**src/rtl/mux_a_not_a.sv**
```systemverilog
// mux_a_not_a: selectable inverter with registered copy and invert-cycle counter.
//   y       = a ^ {WIDTH{c}} (combinational, valid during reset)
//   y_q     = registered y, loaded on enabled cycles
//   inv_cnt = saturating count of enabled cycles with c=1, clr has priority
//   inv_sat = inv_cnt at its maximum value
// Optional feature macro: MUX_A_NOT_A_PARITY_EN adds par_q, the registered
// XOR-reduction of y, loaded on enabled cycles.
module mux_a_not_a #(
  parameter int WIDTH = 1,
  parameter int CNT_W = 8
) (
  input  logic             clk,
  input  logic             rst_n,
  input  logic [WIDTH-1:0] a,
  input  logic             c,
  input  logic             en,
  input  logic             clr,
  output logic [WIDTH-1:0] y,
  output logic [WIDTH-1:0] y_q,
  output logic [CNT_W-1:0] inv_cnt,
`ifdef MUX_A_NOT_A_PARITY_EN
  output logic             inv_sat,
  output logic             par_q
`else
  output logic             inv_sat
`endif
);

  localparam logic [CNT_W-1:0] CNT_MAX = {CNT_W{1'b1}};

  logic [CNT_W-1:0] cnt_next;

  // Per-bit polarity select; plain XOR keeps an X on c visible on y.
  genvar gi;
  generate
    for (gi = 0; gi < WIDTH; gi = gi + 1) begin : g_bit
      assign y[gi] = a[gi] ^ c;
    end
  endgenerate

  // Counter is zero in reset, so the saturation flag is zero there too.
  assign inv_sat = (inv_cnt == CNT_MAX);

  // Registered copy of the result, updated only on enabled cycles.
  always_ff @(posedge clk or negedge rst_n) begin
    if (!rst_n) begin
      y_q <= '0;
    end else if (en) begin
      y_q <= y;
    end
  end

  // Next count: clear wins, then saturating increment on enabled invert cycles.
  always_comb begin
    cnt_next = inv_cnt;
    if (clr) begin
      cnt_next = '0;
    end else if (en && c && !inv_sat) begin
      cnt_next = inv_cnt + 1'b1;
    end
  end

  // Counter state register.
  always_ff @(posedge clk or negedge rst_n) begin
    if (!rst_n) begin
      inv_cnt <= '0;
    end else begin
      inv_cnt <= cnt_next;
    end
  end

`ifdef MUX_A_NOT_A_PARITY_EN
  // Registered parity of the selected result.
  always_ff @(posedge clk or negedge rst_n) begin
    if (!rst_n) begin
      par_q <= 1'b0;
    end else if (en) begin
      par_q <= ^y;
    end
  end
`endif

endmodule

```
**config.mk**
```make
export PLATFORM = sky130hd
export DESIGN_NAME = mux_a_not_a
export DESIGN_NICKNAME = d
export VERILOG_FILES = /design/src/rtl/mux_a_not_a.sv
export SDC_FILE = /design/constraint.sdc
export NUM_CORES = 1
export LEC_CHECK = 0
export CAP_MARGIN = 25
export CORE_AREA = 10 10 47 49
export DETAILED_ROUTE_END_ITERATION = 6
export DIE_AREA = 0 0 57 59
export PLACE_DENSITY = 0.69
export SLEW_MARGIN = 10
export SYNTH_ARGS = -nofsm -noshare
export SYNTH_HDL_FRONTEND = slang
export SYNTH_SLANG_ARGS = --single-unit
```
**constraint.sdc**
```tcl
create_clock -name clk -period 4.7 [get_ports clk]
set_input_delay 0.705 -clock clk [delete_from_list [all_inputs] [get_ports clk]]
set_output_delay 0.705 -clock clk [all_outputs]
set_load 0.005 [all_outputs]
```
==> results.py <==
metrics = {
    "grt": {
        "grt_max_degree": 10,
        "grt.total_usage": 0.08964,
        "grt_pass1_wl_um": 2339,
        "grt_antenna_before_repair": 0,
        "overflow": 0,
        "grt_pass1_vias": 486,
    },
    "final_layout": {
        "syn2layout_area_growth_pct": 38.59,
        "fill_cells": 146,
        "multi_input_area_um2": 279.0,
        "design_area_um2": 714.4,
        "stdcell_count": 81,
        "regArea_um2": 225.2,
        "num_antenna_cells": 0,
        "nets": 73,
        "drive_above_1_share": 0.1385,
    },
    "synth": {
        "synth_area_um2": 515.5,
        "synth-main-ff-cell": "dfrtp_1",
        "synth_nets": 53,
        "synth_edf_count": 0,
        "synthTopCellsByCount": "dfrtp_1, nor2_1, xor2_1",
        "avgSynthCellArea_um2": 11.21,
        "yosys-top-cells-area": "dfrtp_1, xor2_1, a2111oi_4",
        "netlist-cell-type-count": 26,
        "ys_warn_count": 0,
        "yosysMostFrequentCell": "dfrtp_1",
        "synth_top_area_frac": 0.4369,
        "ys_ff_latch": 9,
        "yosysSeqAreaShare": 0.4369,
        "synth-async-reset-ratio": 1.000,
        "synthCells": 46,
        "yosysTopAreaCell": "dfrtp_1",
    },
    "status": {
        "status": "completed",
    },
    "hold_path": {
        "hold_class": "flop to flop",
        "min_from": "y_q",
    },
    "setup_path": {
        "reg2reg_to": "inv_cnt[3]",
        "r2r_start": "inv_cnt[0]",
        "cp-end-kind": "output port",
        "r2r_setup_slack_ns": 3.06,
        "path_max_fanout": 4,
        "worstPathRequired_ns": 3.99,
        "cp-start-kind": "input port",
        "crit_arrival_ns": 1.98,
        "r2r_cells": 5,
        "crit_path_start": "c",
        "crit_type": "input port to output port",
        "crit_path_end": "y",
    },
    "detailed_routing": {
        "routedWlPerCell_um": 15.51,
        "vias_per_cell": 5.333,
        "wl_met1_um": 523,
        "final_antenna_net_count": 0,
        "firstDrtPassIters": 4,
        "drt_wl_total_um": 1256,
        "wl_met2_um": 594,
        "drt_iter0_drc": 9,
        "drc_errors": 0,
        "num_vias": 432,
        "route.met3.wl_um": 128,
        "highest_layer": "met4",
    },
    "timing": {
        "tightestPinTransition_ns": 0.4276,
        "setup_tns_ns": 0,
        "maxSlewViolCount": 0,
        "post-route-min-period_ns": 2.687,
        "setup_ws_ns": 2.013,
        "worst_clock_skew_ns": 0.002180,
        "period_share": 0.5716,
        "timing.fmax_mhz": 372.2,
        "hold_viol": 0,
        "slew_headroom": 0.7141,
        "rsz0062_at_grt": "false",
        "setup_viol": 0,
    },
    "cts": {
        "hold_buffers": 0,
        "cts_root_buf": "clkbuf_4",
        "clock_sinks": 9,
        "clkTransAtPathRegs_ns": 0.06,
        "cts_resized": 0,
        "cts-htree-levels": 1,
        "cts_tree": "done",
        "clockBufferDepth": 2,
        "cts_buffers": 3,
        "post-cts-setup-buffers": 0,
        "clock_latency_ns": 0.25,
    },
    "power_and_ir_drop": {
        "finalPower_mw": 0.1612,
        "ir_drop_v": 0.0001395,
        "powerDensity_nw_per_um2": 225.6,
        "power.leakage_nw": 0.3041,
    },
    "floorplanning": {
        "start_util": 0.3679,
        "rows": 14,
        "die_y_um": 59,
        "io_pins": 17,
        "dieArea_um2": 3363,
        "coreArea_um2": 1401,
        "dieWidth_um": 57,
    },
    "placed_design": {
        "io_buffers": 16,
        "hpwl_um": 954.6,
        "place_area_um2": 688.2,
        "place_ws_ns": 1.991,
        "placed_cells": 77,
        "gp_congestion": 0.7442,
    },
    "job": {
        "max-cap-violations": 0,
    },
}
## worst min-delay path by stage
stage	endpoint	depth (start not counted)	slack (ns)
final	y_q	1	0.50
after global routing	y_q	1	0.56
after CTS	y_q	1	0.51
after detailed placement	y_q	1	0.49
after global placement	y_q	1	0.49
after floorplan	inv_cnt[0]	0	0.41
## stage by stage
stage                 util  hold slack (ns)
floorplan                -           0.4094
global placement    0.4911           0.4904
detailed placement  0.4911           0.4948
CTS                 0.5098           0.5083
global route        0.5098           0.5636
finish              0.5098           0.5041
## critical path: stages
cell and delay [ns]:
clkdlybuf4s50_1 0.54, xor2_1 0.20, clkdlybuf4s50_1 0.53
## final cells by class
| cell class | instances | share of cell area |
|---|---|---|
| timing repair buffer | 16 | 0.2242 |
| inverter | 1 | 0.005254 |
| multi-input combinational | 35 | 0.3905 |
| clock buffer | 4 | 0.03678 |
| sequential | 9 | 0.3152 |
| tap | 16 | 0.02802 |
## cell families after synthesis
group           after synthesis  share of synthesized area
buf+inv                       2                    0.02184
compound gates                7                     0.1432
xor+xnor                      6                     0.1019
simple gates                 19                     0.2306
fa+ha+maj                     1                    0.02427
mux                           2                    0.04126
flops                         9                     0.4369
## registers in the layout (all words and copies together) (netlist names)
| signal | cells |
|---|---|
| inv_cnt | 8 |
| y_q | 1 |
## layer usage
metal  global-route usage  vias to the layer above
met5                    0                        -
met4              0.05034                        0
met3              0.06223                        2
met2               0.1302                       16
met1              0.09443                      208
li1                     -                      206
## where the power goes
group | internal [mW] | switching [mW]
combinational | 0.0124 | 0.00855
clock | 0.0326 | 0.0255
sequential | 0.0798 | 0.00220
total | 0.125 | 0.0363
## placed cells by master (no fill, tap or decap), drive strengths merged
cell | synthesis | final
and3 | 1 | 1
o21ai | 1 | 1
inv | 1 | 1
clkbuf | 1 | 4
mux2 | 1 | 1
nand3 | 2 | 2
xor2 | 4 | 4
dfrtp | 9 | 9
and2 | 1 | 1
clkdlybuf4s50 | 0 | 16
a2111oi | 1 | 1
nand4 | 1 | 1
o211ai | 1 | 1
o21bai | 1 | 1
mux2i | 1 | 1
nand2 | 2 | 2
xnor2 | 2 | 2
or4 | 1 | 1
a21oi | 1 | 1
and4b | 1 | 1
nor2 | 7 | 7
ha | 1 | 1
and4 | 1 | 1
o2111ai | 2 | 2
nor2b | 1 | 1
nor3 | 1 | 1
Power figures use the tool's default switching activity.
